**src/rtl/equation1_generator_if.sv**
```systemverilog
// Operand stream from the equation1 generator to the display/VGA layer.
// One operand per transfer, tagged with its position in the x, y, z load order.
interface equation1_generator_if;
  logic       out_valid;
  logic [7:0] out_data;
  logic [1:0] out_index;
  logic       out_ready;

  modport master (output out_valid, output out_data, output out_index, input out_ready);
  modport slave  (input out_valid, input out_data, input out_index, output out_ready);
endinterface

```
**src/rtl/equation1_generator.sv**
```systemverilog
// Poses an equation1 puzzle: finds (x, y, z) with y/z + (x/z)^2 == target using an
// LFSR-driven search, falling back to (0, target, 1), then streams x, y, z out.
module equation1_generator #(
  parameter int unsigned MAX_TRIES = 8,
  parameter int unsigned Z_BITS    = 2
) (
  input  logic                   Clock,
  input  logic                   Resetn,
  input  logic                   start,
  input  logic [6:0]             target,
  input  logic                   seed_load,
  input  logic [7:0]             seed,
  equation1_generator_if.master  stream,
  output logic                   busy,
  output logic                   done,
  output logic                   fallback
);
  localparam int unsigned DATA_W    = 8;
  localparam int unsigned IDX_W     = 2;
  localparam int unsigned TGT_W     = 7;
  localparam int unsigned K_W       = 3;
  localparam int unsigned TRY_W     = 8;
  localparam int unsigned CALC_W    = 16;
  localparam int unsigned TRY_LIMIT = MAX_TRIES + 1;

  typedef enum logic [2:0] {IDLE, PICK, CHECK, SEND_X, SEND_Y, SEND_Z, DONE} state_t;

  state_t              state, state_n;
  logic [DATA_W-1:0]   l, l_n;
  logic [TGT_W-1:0]    tgt, tgt_n;
  logic [K_W-1:0]      k, k_n;
  logic [DATA_W-1:0]   x, x_n, y, y_n, z, z_n;
  logic [TRY_W-1:0]    tries, tries_n;
  logic                fallback_n, busy_n, done_n, valid_n;
  logic [DATA_W-1:0]   data_n;
  logic [IDX_W-1:0]    index_n;
  logic [CALC_W-1:0]   q_c, x_c, y_c;

  // State, search registers and registered outputs
  always_ff @(posedge Clock or negedge Resetn) begin
    if (!Resetn) begin
      state            <= IDLE;
      l                <= 8'hA5;
      tgt              <= '0;
      k                <= '0;
      x                <= '0;
      y                <= '0;
      z                <= '0;
      tries            <= '0;
      fallback         <= 1'b0;
      busy             <= 1'b0;
      done             <= 1'b0;
      stream.out_valid <= 1'b0;
      stream.out_data  <= '0;
      stream.out_index <= '0;
    end else begin
      state            <= state_n;
      l                <= l_n;
      tgt              <= tgt_n;
      k                <= k_n;
      x                <= x_n;
      y                <= y_n;
      z                <= z_n;
      tries            <= tries_n;
      fallback         <= fallback_n;
      busy             <= busy_n;
      done             <= done_n;
      stream.out_valid <= valid_n;
      stream.out_data  <= data_n;
      stream.out_index <= index_n;
    end
  end

  // Next-state, search arithmetic and next output values
  always_comb begin
    state_n    = state;
    l_n        = seed_load ? ((seed == 8'h00) ? 8'h01 : seed)
                           : {l[6:0], l[7] ^ l[5] ^ l[4] ^ l[3]};
    tgt_n      = tgt;
    k_n        = k;
    x_n        = x;
    y_n        = y;
    z_n        = z;
    tries_n    = tries;
    fallback_n = fallback;
    q_c        = CALC_W'(k) * CALC_W'(k);
    x_c        = CALC_W'(k) * CALC_W'(z);
    y_c        = (CALC_W'(tgt) - q_c) * CALC_W'(z);

    case (state)
      IDLE: begin
        if (start) begin
          tgt_n      = target;
          tries_n    = '0;
          fallback_n = 1'b0;
          if (MAX_TRIES == 32'd0) begin
            // No search budget: answer straight away with the trivial triple
            x_n        = '0;
            y_n        = DATA_W'(target);
            z_n        = DATA_W'(1);
            fallback_n = 1'b1;
            state_n    = SEND_X;
          end else begin
            state_n = PICK;
          end
        end
      end
      PICK: begin
        z_n     = DATA_W'(l[Z_BITS-1:0]) + DATA_W'(1);
        k_n     = l[6:4];
        state_n = CHECK;
      end
      CHECK: begin
        // y wraps when q > tgt, so the q test must gate the other two
        if (q_c <= CALC_W'(tgt) && x_c <= CALC_W'(255) && y_c <= CALC_W'(255)) begin
          x_n     = DATA_W'(x_c);
          y_n     = DATA_W'(y_c);
          state_n = SEND_X;
        end else if (32'(tries) + 32'd2 < TRY_LIMIT) begin
          tries_n = tries + TRY_W'(1);
          state_n = PICK;
        end else begin
          x_n        = '0;
          y_n        = DATA_W'(tgt);
          z_n        = DATA_W'(1);
          fallback_n = 1'b1;
          state_n    = SEND_X;
        end
      end
      SEND_X:  if (stream.out_ready) state_n = SEND_Y;
      SEND_Y:  if (stream.out_ready) state_n = SEND_Z;
      SEND_Z:  if (stream.out_ready) state_n = DONE;
      DONE:    state_n = IDLE;
      default: state_n = IDLE;
    endcase

    valid_n = 1'b0;
    data_n  = '0;
    index_n = '0;
    case (state_n)
      SEND_X: begin valid_n = 1'b1; data_n = x_n; index_n = IDX_W'(0); end
      SEND_Y: begin valid_n = 1'b1; data_n = y_n; index_n = IDX_W'(1); end
      SEND_Z: begin valid_n = 1'b1; data_n = z_n; index_n = IDX_W'(2); end
      default: ;
    endcase
    busy_n = (state_n != IDLE);
    done_n = (state_n == DONE);
  end
endmodule

```
**src/flat_wrapper.sv**
```systemverilog
// flat-port wrapper written by rule: the top's interface ports become plain ports
module equation1_generator_flat 
#(
  parameter int unsigned MAX_TRIES = 8,
  parameter int unsigned Z_BITS    = 2
)
  (Clock, Resetn, start, target, seed_load, seed, busy, done, fallback, stream_out_valid, stream_out_data, stream_out_index, stream_out_ready);
  equation1_generator_if stream_i ();
  input  logic Clock;
  input  logic Resetn;
  input  logic start;
  input  logic [6:0] target;
  input  logic seed_load;
  input  logic [7:0] seed;
  output logic busy;
  output logic done;
  output logic fallback;
  output wire logic [$bits(stream_i.out_valid)-1:0] stream_out_valid;
  output wire logic [$bits(stream_i.out_data)-1:0] stream_out_data;
  output wire logic [$bits(stream_i.out_index)-1:0] stream_out_index;
  input wire logic [$bits(stream_i.out_ready)-1:0] stream_out_ready;
  assign stream_out_valid = stream_i.out_valid;
  assign stream_out_data = stream_i.out_data;
  assign stream_out_index = stream_i.out_index;
  assign stream_i.out_ready = stream_out_ready;
  equation1_generator #(.MAX_TRIES(MAX_TRIES), .Z_BITS(Z_BITS)) u_core (.Clock(Clock), .Resetn(Resetn), .start(start), .target(target), .seed_load(seed_load), .seed(seed), .stream(stream_i), .busy(busy), .done(done), .fallback(fallback));
endmodule
```
**config.mk**
```make
export PLATFORM = sky130hd
export DESIGN_NAME = equation1_generator_flat
export DESIGN_NICKNAME = d
export VERILOG_FILES = /design/src/rtl/equation1_generator_if.sv /design/src/rtl/equation1_generator.sv /design/src/flat_wrapper.sv
export SDC_FILE = /design/constraint.sdc
export NUM_CORES = 1
export LEC_CHECK = 0
export ABC_CLOCK_PERIOD_IN_PS = 12390
export BUFFER_PORTS_ARGS = -buffer_cell sky130_fd_sc_hd__buf_2
export CAP_MARGIN = 20
export CORE_UTILIZATION = 40
export DETAILED_ROUTE_END_ITERATION = 8
export HOLD_SLACK_MARGIN = 0.05
export MAX_ROUTING_LAYER = met4
export PLACE_DENSITY = 0.66
export SYNTH_ARGS = -nofsm -noshare
export SYNTH_HDL_FRONTEND = slang
export SYNTH_SLANG_ARGS = --single-unit
```
**constraint.sdc**
```tcl
create_clock -name Clock -period 12.39 [get_ports Clock]
set_input_delay 1.8585 -clock Clock [delete_from_list [all_inputs] [get_ports Clock]]
set_output_delay 1.8585 -clock Clock [all_outputs]
set_load 0.1 [all_outputs]
```
# After elaboration in Yosys (flattened, before gate mapping)
# Index checks and enable logic that the tools add are counted.
totals:
  reg_bits: 67
  output_inout_bits: 14
  word_cells: 80
classes:
  n_addsub: 4
  n_mul: 3
  magnitude_cmp: 4
  eq_ne: 13
  mux: 29
  n_bitwise: 3
  reduce_logical: 10
ops:
  columns: ["op", "n"]
  rows:
  - ["$mux 8", 13]
  - ["$lt 32x4->1 const B", 1]
  - ["$pmux 8 s2", 2]
  - ["$pmux 8 s3", 1]
  - ["$pmux 3 s6", 1]
  - ["$le 16x8->1 const B", 1]
  - ["$mul 16x8->16", 1]
  - ["$eq 3x3->1 const B", 5]
  - ["$mux 3", 5]
  - ["$le 11x8->1 const B", 1]
  - ["$mul 3x8->11", 1]
  - ["$add 8x2->9 const B", 1]
  - ["$eq 3x2->1 const B", 3]
  - ["$add 8x1->8 const B", 1]
  - ["$logic_not 8->1", 1]
  - ["$reduce_and 4->1", 2]
  - ["$sub 7x6->8", 1]
  - ["$le 6x7->1", 1]
  - ["$mul 3x3->6", 1]
  - ["$ne 2x2->1 const B", 3]
  - ["$mux 1", 4]
  - ["$pmux 2 s2", 1]
  - ["$add 2x1->3 const B", 1]
  - ["$eq 3x1->1 const B", 1]
  - ["other kinds (10)", 13]

# Depth between registers and ports, before layout
# Gate-level depths: netlist (run 1).
logic_depth:
  depth_word: 10
  depth_mapped: 29
  mapped_depth_nobuf: 27

# Worst setup path after synthesis (run 1)
# Ideal clock, no wire load.
synth_path:
  kind: "register -> register"
  startpoint: "register u_core.k[1]"
  endpoint: "register u_core.x[1]"
  setup_ns: 0.123
  t_arrival_ns: 6.748
  t_required_ns: 12.267
  slack_ns: 5.518
  stages_incl_launch_ff: 29
  n_path_buf: 2
  synth_period_minus_slack_ns: 6.872
  path_cell_list: "dfrtp_1 clkbuf_1 and2_1 ha_1 inv_1 ha_1 nor2_1 a21oi_1 a21oi_1 o21bai_1 xnor2_1 nand2_1 fa_1 inv_1 fa_1 fa_1 inv_1 fa_1 inv_1 ha_1 a2111oi_2 o221ai_1 a31oi_1 a21oi_1 o221a_2 nor4_4 o21ai_2 buf_2 o2bb2ai_1"
synth_between:
  elab_chain_cells: 7
  word_cells_on_any_way: 11
synth_rtl:
  columns: ["element", "line", "text"]
  rows:
  - ["from (decl)", "equation1_generator.sv:31", "logic [K_W-1:0] k, k_n;"]
  - ["from (signal assigned)", "equation1_generator.sv:60", "k <= k_n;"]
  - ["$mul 3x3->6", "equation1_generator.sv:86", "q_c = CALC_W'(k) * CALC_W'(k);"]
  - ["$sub 7x6->8", "equation1_generator.sv:88", "y_c = (CALC_W'(tgt) - q_c) * CALC_W'(z);"]
  - ["$mul 16x8->16", "equation1_generator.sv:88", null]
  - ["$le 16x8->1", "equation1_generator.sv:115", "if (q_c <= CALC_W'(tgt) && x_c <= CALC_W'(255) && y_c <= CALC_W'(255)) begin"]
  - ["$logic_and 1x1->1", "equation1_generator.sv:115", null]
  - ["$mux 8 (*)", "equation1_generator.sv:115", null]
  - ["$mux 8 (*)", "equation1_generator.sv:90", "case (state)"]
  - ["net u_core.x_n[1]", "equation1_generator.sv:32", "logic [DATA_W-1:0] x, x_n, y, y_n, z, z_n;"]
  - ["to (signal assigned)", "equation1_generator.sv:61", "x <= x_n;"]
  - ["to (decl)", "equation1_generator.sv:32", null]
# The timed path passes the listed nets; every way through them passes the cells marked *.
# A chain may end at the register's enable or synchronous reset.

# Worst setup path in the final report (run 1)
layout_path:
  startpoint: "register u_core.k[0]"
  endpoint: "register u_core.state[1]"
layout_between:
  elab_chain_cells: 7
  word_cells_on_any_way: 11
layout_rtl:
  columns: ["element", "line", "text"]
  rows:
  - ["$mul 3x3->6", "equation1_generator.sv:86", null]
  - ["$sub 7x6->8", "equation1_generator.sv:88", null]
  - ["$mul 16x8->16", "equation1_generator.sv:88", null]
  - ["$le 16x8->1", "equation1_generator.sv:115", null]
  - ["$logic_and 1x1->1 (*)", "equation1_generator.sv:115", null]
  - ["$mux 3 (*)", "equation1_generator.sv:115", null]
  - ["$pmux 3 s6 (*)", "equation1_generator.sv:90", null]
  - ["net u_core.state_n[1]", "equation1_generator.sv:28", "state_t state, state_n;"]
  - ["to (signal assigned)", "equation1_generator.sv:57", "state <= state_n;"]
  - ["to (decl)", "equation1_generator.sv:28", null]
# Marked as above.

==> results of run 1 <==
logic make-up (layout without fill, tap and decap cells):
family / after synthesis / after routing / share of synthesized area
AO/OA/AOI/OAI: 124 / 124 / 0.139
multiplexers: 26 / 26 / 0.0437
XOR/XNOR: 23 / 23 / 0.0314
buffers and inverters: 128 / 156 / 0.0769
adder cells (fa/ha/maj): 107 / 107 / 0.281
AND/OR/NAND/NOR: 194 / 194 / 0.165
flip-flops: 67 / 67 / 0.262
registers in the layout, summed over array words and instances, names as in the netlist:
register                 cells
u_core.tgt                   7
u_core.stream.out_index      2
u_core.l                     8
u_core.done                  1
u_core.fallback              1
u_core.state                 3
u_core.tries                 8
u_core.k                     3
u_core.y                     8
u_core.stream.out_valid      1
u_core.stream.out_data       8
u_core.z                     8
u_core.busy                  1
u_core.x                     8
cell usage after synthesis, types with 5 or more instances:
cell | count | share of area
a31oi_1 | 5 | 0.0049
fa_1 | 62 | 0.19
nand3_1 | 7 | 0.0055
dfrtp_1 | 63 | 0.25
nand2b_1 | 12 | 0.012
mux2i_1 | 10 | 0.016
a21o_1 | 7 | 0.0082
mux2_2 | 16 | 0.028
and2_1 | 41 | 0.040
nand2_1 | 60 | 0.035
nor2_1 | 18 | 0.011
nor2b_1 | 20 | 0.020
o2bb2ai_1 | 14 | 0.019
a21oi_1 | 24 | 0.019
o21ai_0 | 21 | 0.016
o211ai_1 | 5 | 0.0059
xnor2_1 | 20 | 0.027
ha_1 | 45 | 0.088
a222oi_1 | 6 | 0.0094
and3b_1 | 5 | 0.0068
inv_1 | 102 | 0.060
clkbuf_1 | 19 | 0.011
layout make-up:
| class | count | share of cell area |
|---|---|---|
| Clock inverter | 2 | 0.00178 |
| Timing Repair Buffer | 38 | 0.0290 |
| Tap cell | 211 | 0.0375 |
| Sequential cell | 67 | 0.239 |
| Clock buffer | 14 | 0.0361 |
| Multi-Input combinational cell | 474 | 0.602 |
| Inverter | 102 | 0.0544 |
layer usage:
metal  global-route usage  share of wire  vias up
met4               0.0450          0.016        0
met3               0.0295          0.059       20
met5                    -              0        -
li1                     -              -     2299
met2                0.320           0.46      139
met1                0.260           0.46     2389
final timing paths:
check / endpoint / slack, ns / depth (start not counted)
worst max-delay path: u_core.state[1]$_DFF_PN0_ / 4.59 / 27
worst min-delay path: u_core.y[7]$_DFF_PN0_ / 0.49 / 1
worst max register to register: u_core.state[1]$_DFF_PN0_ / 4.59 / 27
worst min register to register: u_core.y[7]$_DFF_PN0_ / 0.49 / 1
max in group asynchronous: u_core.tries[0]$_DFFE_PN0P_ / 10.14 / 2
min in group asynchronous: u_core.l[1]$_DFF_PN0_ / 1.72 / 2
cells in the final DEF, fill, tap and decap left out, types with 6 or more instances in the layout:
master     netlist  final
o21ai_0         21     21
inv_1          102    102
nor2b_1         20     20
nand3_1          7      7
buf_2            4     34
dfrtp_1         63     63
nand2_1         60     60
xnor2_1         20     20
o2bb2ai_1       14     14
mux2_2          16     16
nor2_1          18     18
and2_1          41     41
a21oi_1         24     24
a21o_1           7      7
nand2b_1        12     12
fa_1            62     62
clkbuf_16        0      9
mux2i_1         10     10
ha_1            45     45
a222oi_1         6      6
per-stage QoR:
| step | util | instance area [um^2] | hold slack, ns | std cells | setup WS [ns] |
|---|---|---|---|---|---|
| after global routing | 0.456 | 7040 | 0.506 | 908 | 4.24 |
| after floorplan | - | 6410 | 0.450 | 669 | 5.52 |
| after CTS | 0.456 | 7040 | 0.494 | 908 | 4.71 |
| after global placement | 0.438 | 6760 | 0.471 | 890 | 5.04 |
| final | 0.456 | 7040 | 0.490 | 908 | 4.59 |
| after detailed placement | 0.439 | 6770 | 0.478 | 892 | 4.76 |
==> results by group, run 1 <==
Clock network
  – CTS tree: done
  – CTS Hold Bufs: 0
  – Depth of the CTS H-tree: 3
  – Postcts setup bufs: 0
  – Sink Count: 67
  – Clock Tree Buf Depth: 2
  – Worst-skew pair later-pin latency: 0.32 ns
  – Cts bufs inserted: 9
  – Clk slew on worst S/H paths: 0.05 ns
  – Clock Tree Root: clkbuf_16
  – Post-CTS sizing: 0

Setup path
  – Worst R2R Start: u_core.k[0]$_DFFE_PN0P_
  – Crit-path slowest cell: o21ai_2
  – Worst Setup SP: u_core.k[0]$_DFFE_PN0P_
  – CP delay by family, top: adder cells
  – Critical path launch point type: register
  – Crit path max fanout: 19
  – Endpoint class of the critical path: register
  – CP max stage delay: 0.66 ns
  – Worst Path Buf+Inv: 5
  – Req. time, crit path: 12.52 ns
  – CP arrival: 7.93 ns
  – Setup CP Type: register to register

Floorplanning
  – Number of cell rows: 45
  – Core ar.: 15,400 um^2
  – Die H: 129 um
  – Die Wd: 129 um
  – I/O pin total: 34
  – Die area: 16,500 um^2
  – Starting Density: 0.415

Yosys
  – Synthesized Nets: 796
  – Count of unique library cells instantiated by Yosys: 68
  – Sequential share of the synthesized area: 0.262
  – Primary FF master, synth: dfrtp_1
  – Post-synth EDFFs: 0
  – Post-Synthesis Cells: 669
  – Yosys reg bits: 67
  – Avg Cell Area, Syn: 9.58 um^2
  – Ys async rst share: 1.00
  – Yosys warns: 0
  – Cell Area, Synth: 6410 um^2

Placement
  – Placer Congestion: 0.869
  – DP HPWL: 11.3 mm
  – PortBufs: 33

Finish
  – Antenna cells: 0
  – Final nets: 819
  – Area occupied by multi-input gates: 4240 um^2
  – Fill count: 1,483
  – Storage element area: 1680 um^2
  – Area delta synth->final: 9.82%
  – Share of layout cells above drive strength 1: 0.113

STA
  – Fin crit share: 0.630
  – Relative slew margins: 0.429
  – RSZ-0062 raised after global routing: no
  – Max Freq: 128 MHz
  – Worst clock skew: 0.00210 ns
  – Slew of the pin with the lowest slew margin: 0.854 ns
  – Final setup vio count: 0
  – Post-route setup TNS: 0 ns
  – Min Clock Period, post-route: 7.80 ns
  – Fin. Hold Viols: 0
  – Max Transition Viols Final: 0

Routing
  – DRT Wirelength: 14.6 mm
  – Avg Vias per Cell: 5.34
  – DRT iter0 DRCs: 369
  – DRC Markers: 0
  – Detailed-routing iteration count for the pre-antenna-repair pass: 6
  – Vias: 4,847
  – Routed Antenna Nets: 0
  – Routed WL per cell: 16.1 um

Outcome
  – Outcome: complete, no violations

Global route
  – Vias in the first global route: 4,948
  – Grt total ovfl: 0
  – Largest net degree at the start of global routing: 68
  – Total GRT Usage: 0.197
  – Initial antenna violation count: 0
  – First-pass GRT wire length: 24.7 mm

Worst hold path
  – Min-delay worst type: register to register
  – Hold_sp: u_core.y[7]$_DFF_PN0_

Flow run
  – Max Cap Viol: 0
Power of run 1 is left out: the tool's default activity adds up to more than one toggle a clock period on the data nets, which glitch-free logic cannot reach.
==> run 2, diff against run 1 <==
--- a/config.mk
+++ b/config.mk
@@ -5,14 +5,14 @@
 export SDC_FILE = /design/constraint.sdc
 export NUM_CORES = 1
 export LEC_CHECK = 0
-export ABC_CLOCK_PERIOD_IN_PS = 12390
+export ABC_CLOCK_PERIOD_IN_PS = 6500
 export BUFFER_PORTS_ARGS = -buffer_cell sky130_fd_sc_hd__buf_2
 export CAP_MARGIN = 20
 export CORE_UTILIZATION = 40
 export DETAILED_ROUTE_END_ITERATION = 8
 export HOLD_SLACK_MARGIN = 0.05
 export MAX_ROUTING_LAYER = met4
-export PLACE_DENSITY = 0.66
+export PLACE_DENSITY = 0.68
 export SYNTH_ARGS = -nofsm -noshare
 export SYNTH_HDL_FRONTEND = slang
 export SYNTH_SLANG_ARGS = --single-unit
==> constraint.sdc (replaced) <==
create_clock -name Clock -period 6.5 [get_ports Clock]
set_input_delay 0.975 -clock Clock [delete_from_list [all_inputs] [get_ports Clock]]
set_output_delay 0.975 -clock Clock [all_outputs]
set_load 0.1 [all_outputs]
==> run 2 against run 1 <==
  * Routed wire length increased by 5.3%
  * The flow now finishes with violations (negative setup slack)
  * Die area stayed put
  * Clock skew up 0.0026 ns
==> results by group, run 2 (synthesis gave the netlist of run 1 again) <==
STA
  – Relative slew margins: 0.286 (-0.142)
  – Final setup vio count: 27 (+27)
  – Min Clock Period, post-route: 6.56 ns (-1.24 ns)
  – Max Transition Viols Final: 0 (unchanged)
  – Fin. Hold Viols: 0 (unchanged)
  – Worst clock skew: 0.00468 ns (+0.00258 ns)
  – Crit path setup slack, layout: -0.0587 ns (-4.65 ns)
  – RSZ-0062 raised after global routing: yes
  – Max Freq: 152 MHz (+19%)
  – Fin crit share: 1.01 (+0.379)
  – Slew of the pin with the lowest slew margin: 1.07 ns (+0.213 ns)

Finish
  – Final nets: 879 (+7.3%)
  – Area occupied by multi-input gates: 4590 um^2 (+8.1%)
  – Area delta synth->final: 24.2%
  – Storage element area: 1680 um^2 (unchanged)
  – Antenna cells: 0 (unchanged)
  – Most common cell after layout, fill and taps aside: inv_1
  – Fill count: 1,404 (-5.3%)
  – Share of layout cells above drive strength 1: 0.260 (+0.147)
  – Most frequent cells in the layout: 96 x inv_1, 63 x dfrtp_1, 59 x nand2_1, 59 x fa_1, 56 x buf_4
  – Non-filler instance count after layout: 968 (+6.6%)

Clock network
  – CTS Hold Bufs: 0 (unchanged)
  – CTS tree: done
  – Clock Tree Root: clkbuf_16
  – Worst-skew pair later-pin latency: 0.34 ns (+0.02 ns)
  – Depth of the CTS H-tree: 3 (unchanged)
  – Sink Count: 67 (unchanged)
  – Clock Tree Buf Depth: 2 (unchanged)
  – Clk slew on worst S/H paths: 0.05 ns (about the same)
  – Cts bufs inserted: 9 (unchanged)

Routing
  – Routed Antenna Nets: 0 (unchanged)
  – WL met3: 652 um (-25%)
  – Routed WL per cell: 15.9 um (-1.2%)
  – Avg Vias per Cell: 5.33 (-0.18%)
  – Metal2 WL: 7.61 mm (+12%)
  – DRC Markers: 0 (unchanged)
  – Detailed-routing iteration count for the pre-antenna-repair pass: 5 (-1)
  – Max Used Layer: met4
  – Vias: 5,158 (+6.4%)
  – Routed length on met1: 6.91 mm (+2.5%)
  – DRT iter0 DRCs: 375 (+1.6%)
  – DRT Wirelength: 15.4 mm (+5.3%)

Setup path
  – Worst Path Buf+Inv: 8 (+3)
  – CP delay by family, top: adder cells
  – FF-to-FF End: u_core.y[2]$_DFF_PN0_
  – Crit-path slowest cell: fa_2
  – CP max stage delay: 0.58 ns (-0.08 ns)
  – Setup CP Type: register to register
  – Worst R2R Start: u_core.k[0]$_DFFE_PN0P_
  – Reg2Reg Depth: 28 (+3.7%)
  – CP arrival: 6.77 ns (-1.16 ns)
  – Crit path max fanout: 6 (-13)
  – R2R setup slack: -0.06 ns (-4.65 ns)
  – Endpoint class of the critical path: register
  – Most used cell, CP: fa_1
  – Req. time, crit path: 6.71 ns (-5.81 ns)
  – Critical path launch point type: register

Global route
  – Grt total ovfl: 0 (unchanged)
  – Largest net degree at the start of global routing: 68 (unchanged)
  – Vias in the first global route: 5,371 (+8.5%)
  – Total GRT Usage: 0.211 (+0.0137)
  – First-pass GRT wire length: 26.5 mm (+7.2%)
  – Initial antenna violation count: 0 (unchanged)

Floorplanning
  – Die H: 129 um (unchanged)
  – Starting Density: 0.415 (unchanged)
  – Die area: 16,500 um^2 (unchanged)
  – Core ar.: 15,400 um^2 (unchanged)
  – Die Wd: 129 um (unchanged)
  – I/O pin total: 34 (unchanged)
  – Number of cell rows: 45 (unchanged)

Outcome
  – Failing checks: negative setup slack
  – Outcome: finished, violations left

Flow run
  – Max Cap Viol: 0 (unchanged)

Worst hold path
  – Hold depth: 1 (unchanged)
  – Hold_sp: u_core.x[0]$_DFF_PN0_
  – Min-delay worst type: register to register
  – Hold path endpoint: u_core.x[0]$_DFF_PN0_

Placement
  – Cells after DPL: 943 (+5.7%)
  – PortBufs: 33 (unchanged)
  – DP HPWL: 11.8 mm (+4.2%)
  – Placer Congestion: 0.883 (+1.6%)
  – Pre-CTS setup slack: -0.259 ns (-5.02 ns)
[run 2: cell types whose count changed in the layout (fill, tap and decap cells not counted), moves of 5 or more]
cell / delta
ha_1: -7
ha_4: +7
o2bb2ai_2: +6
and2_4: +5
o21ai_0: -6
inv_1: -6
o2bb2ai_1: -7
buf_4: +53
and2_1: -5
inv_2: +6
buf_6: +8
[run 2: through the flow]
stage | hold slack (ns) | util | TNS [ns] | area, um^2
2_1_floorplan | 0.450 | - | 0 | 6580
3_3_place_gp | 0.474 | 0.473 | -1.75 | 7290
3_5_place_dp | 0.474 | 0.473 | -5.80 | 7290
4_1_cts | 0.491 | 0.505 | -0.0371 | 7800
5_1_grt | 0.500 | 0.516 | -12.25 | 7960
6_report | 0.491 | 0.516 | -0.832 | 7960
[run 2: area by class of cell]
type | instances | area share
clock buffers | 12 | 0.0335
clock inverters | 4 | 0.0119
inverters | 102 | 0.0481
multi-input cells | 474 | 0.576
flip-flops and latches | 67 | 0.211
well taps | 211 | 0.0332
repair buffers | 98 | 0.0863
[run 2: per-layer routing]
| metal | vias up | track usage |
|---|---|---|
| li1 | 2420 | - |
| met1 | 2604 | 0.266 |
| met2 | 113 | 0.357 |
| met3 | 21 | 0.0287 |
| met4 | 0 | 0.0505 |
| met5 | - | - |
[run 2: how the worst max path moves through the flow]
stage                                 start                          end  depth (start not counted)
global placement    u_core.k[0]$_DFFE_PN0P_  u_core.tries[4]$_DFFE_PN0P_                         26
detailed placement  u_core.k[0]$_DFFE_PN0P_  u_core.tries[3]$_DFFE_PN0P_                         28
CTS                 u_core.k[1]$_DFFE_PN0P_  u_core.tries[4]$_DFFE_PN0P_                         29
global route        u_core.k[0]$_DFFE_PN0P_        u_core.z[5]$_DFF_PN0_                         30
finish              u_core.k[0]$_DFFE_PN0P_        u_core.y[2]$_DFF_PN0_                         28
floorplan           u_core.k[1]$_DFFE_PN0P_        u_core.x[1]$_DFF_PN0_                         29
[run 2: repair_timing]
action	CTS	global route
endpoints found under the setup margin	40	40
pin swaps	26	27
gates resized for setup	24	35
setup buffers	6	3
Power of run 2 is left out for the same reason.
==> run 3, diff against run 2 <==
--- a/config.mk
+++ b/config.mk
@@ -12,7 +12,8 @@
 export DETAILED_ROUTE_END_ITERATION = 8
 export HOLD_SLACK_MARGIN = 0.05
 export MAX_ROUTING_LAYER = met4
-export PLACE_DENSITY = 0.68
+export PLACE_DENSITY = 0.66
+export REMOVE_ABC_BUFFERS = 1
 export SYNTH_ARGS = -nofsm -noshare
 export SYNTH_HDL_FRONTEND = slang
 export SYNTH_SLANG_ARGS = --single-unit
==> run 3 against run 2 <==
  * The run still ends with negative setup slack left
  * Die area unchanged
  * Design area increased by 4.6%
  * Non-clock buffer count increased by 29
  * Worst hold slack improved by 0.0016 ns
  * Utilization increased by 2.4 points
  * Flip-flop and latch count unchanged
  * Routed wire length increased by 4.9%
  * Via count increased by 3.2%
  * Global-route usage increased by 1.1 points
  * Clock skew decreased by 0.0013 ns
==> results by group, run 3 (synthesis gave the netlist of run 1 again) <==
Setup path
  – Req. time, crit path: 6.72 ns (about the same)
  – R2R setup slack: -0.16 ns (-0.10 ns)
  – Endpoint class of the critical path: register
  – Critical path launch point type: register
  – Crit-path slowest cell: fa_1
  – Worst Setup SP: u_core.k[0]$_DFFE_PN0P_
  – Crit path max fanout: 8 (+2)
  – Setup CP Type: register to register
  – Reg2Reg Depth: 30 (+7.1%)
  – Worst Path Buf+Inv: 10 (+2)
  – CP arrival: 6.88 ns (+0.11 ns)
  – CP max stage delay: 0.57 ns (about the same)
  – CP delay by family, top: adder cells
  – Worst R2R Start: u_core.k[0]$_DFFE_PN0P_
  – FF-to-FF End: u_core.y[1]$_DFF_PN0_

STA
  – Max Transition Viols Final: 0 (unchanged)
  – Fin crit share: 1.02 (+0.0154)
  – RSZ-0062 raised after global routing: yes
  – Relative slew margins: 0.312 (+0.0254)
  – Max Freq: 150 MHz (-1.5%)
  – Crit path setup slack, layout: -0.159 ns (-0.100 ns)
  – Fin. Hold Viols: 0 (unchanged)
  – Worst clock skew: 0.00341 ns (-0.00128 ns)
  – Slew of the pin with the lowest slew margin: 1.03 ns (-0.0380 ns)
  – Post-route setup TNS: -3.60 ns (-2.77 ns)
  – Min Clock Period, post-route: 6.66 ns (+0.100 ns)
  – Final setup vio count: 38 (+41%)

Worst hold path
  – Hold path endpoint: u_core.x[6]$_DFF_PN0_
  – Hold depth: 1 (unchanged)
  – Hold_sp: u_core.x[6]$_DFF_PN0_
  – Min-delay worst type: register to register

Finish
  – Most frequent cells in the layout: 93 x inv_1, 79 x buf_4, 63 x dfrtp_1, 59 x nand2_1, 59 x fa_1
  – Storage element area: 1680 um^2 (unchanged)
  – Fill count: 1,358 (-3.3%)
  – Share of layout cells above drive strength 1: 0.314 (+0.0536)
  – Final nets: 909 (+3.4%)
  – Area occupied by multi-input gates: 4690 um^2 (+2.3%)
  – Antenna cells: 0 (unchanged)
  – Most common cell after layout, fill and taps aside: inv_1
  – Area delta synth->final: 29.9%

Floorplanning
  – Starting Density: 0.415 (unchanged)
  – Core ar.: 15,400 um^2 (unchanged)
  – Number of cell rows: 45 (unchanged)
  – Die Wd: 129 um (unchanged)
  – I/O pin total: 34 (unchanged)
  – Die H: 129 um (unchanged)
  – Die area: 16,500 um^2 (unchanged)

Routing
  – DRT iter0 DRCs: 482 (+29%)
  – DRT Wirelength: 16.2 mm (+4.9%)
  – Detailed-routing iteration count for the pre-antenna-repair pass: 6 (+1)
  – Routed WL per cell: 16.2 um (+1.7%)
  – DRC Markers: 0 (unchanged)
  – Avg Vias per Cell: 5.33 (about the same)
  – Routed Antenna Nets: 0 (unchanged)
  – Vias: 5,323 (+3.2%)

Global route
  – Initial antenna violation count: 0 (unchanged)
  – Largest net degree at the start of global routing: 68 (unchanged)
  – Vias in the first global route: 5,640 (+5.0%)
  – Grt total ovfl: 0 (unchanged)
  – Total GRT Usage: 0.221 (+0.0107)
  – First-pass GRT wire length: 27.8 mm (+4.8%)

Clock network
  – Sink Count: 67 (unchanged)
  – CTS tree: done
  – Cts bufs inserted: 9 (unchanged)
  – Depth of the CTS H-tree: 3 (unchanged)
  – Clock Tree Buf Depth: 2 (unchanged)
  – CTS Hold Bufs: 0 (unchanged)
  – Clk slew on worst S/H paths: 0.05 ns (about the same)
  – Worst-skew pair later-pin latency: 0.33 ns (about the same)
  – Clock Tree Root: clkbuf_16

Placement
  – PortBufs: 33 (unchanged)
  – Placer Congestion: 0.891 (+0.92%)
  – Pre-CTS setup slack: -0.496 ns (-0.237 ns)
  – DP HPWL: 11.9 mm (+1.5%)

Outcome
  – Outcome: finished, violations left
  – Failing checks: negative setup slack

Flow run
  – Max Cap Viol: 0 (unchanged)
==> run 3: cell count changes in the layout (fill, tap and decap cells not counted), sizes merged <==
cell / delta
buf: +27
clkdlybuf4s18: +1
clkinv: +1
o21ai: +1
==> run 3: final cells by class <==
cell class,count,share of cell area
clock inverters,5,0.0120
clock buffers,11,0.0292
flip-flops and latches,67,0.202
multi-input cells,475,0.564
inverters,102,0.0460
repair buffers,127,0.115
well taps,211,0.0317
==> run 3: routing by layer <==
metal / share of wire / GRT usage
met5: 0 / -
met4: 0.030 / 0.0858
met3: 0.045 / 0.0345
met2: 0.48 / 0.355
met1: 0.44 / 0.281
==> run 3: worst max-delay path by stage <==
stage                                                      to  slack (ns)  cells past startpoint
after floorplan                         u_core.y[0]$_DFF_PN0_       -0.68                     26
after global placement    u_core.stream.out_data[6]$_DFF_PN0_       -0.38                     27
after detailed placement  u_core.stream.out_data[6]$_DFF_PN0_       -0.50                     26
after CTS                               u_core.x[3]$_DFF_PN0_       -0.02                     30
after global routing                    u_core.y[1]$_DFF_PN0_       -0.38                     31
final                                   u_core.y[1]$_DFF_PN0_       -0.16                     30
==> run 3: per-stage QoR <==
stage,instance area (um^2),std cells,utilization,hold slack [ns]
2_1_floorplan,6300,643,-,0.450
3_3_place_gp,7350,966,0.477,0.473
3_5_place_dp,7360,967,0.477,0.475
4_1_cts,8140,995,0.528,0.490
5_1_grt,8330,998,0.540,0.514
6_report,8330,998,0.540,0.492
==> run 3: worst reg2reg max path, delay by kind of cell, from the launching register on <==
family / cells / cell delay [ns]
adders and majority gates: 7 / 2.78
muxes: 1 / 0.24
xor gates and xnor gates: 1 / 0.17
DFF: 1 / 0.39
and+or+nand+nor: 3 / 0.61
AOI/OAI and AO/OA: 8 / 1.28
buffers and inverters: 10 / 1.06
==> run 3: timing repair <==
item / CTS / global route
endpoints found under the setup margin: 40 / 40
gates cloned: 2 / 0
setup buffers: 10 / 4
pin swaps: 51 / 29
gates resized for setup: 69 / 48
Power of run 3 is left out for the same reason.
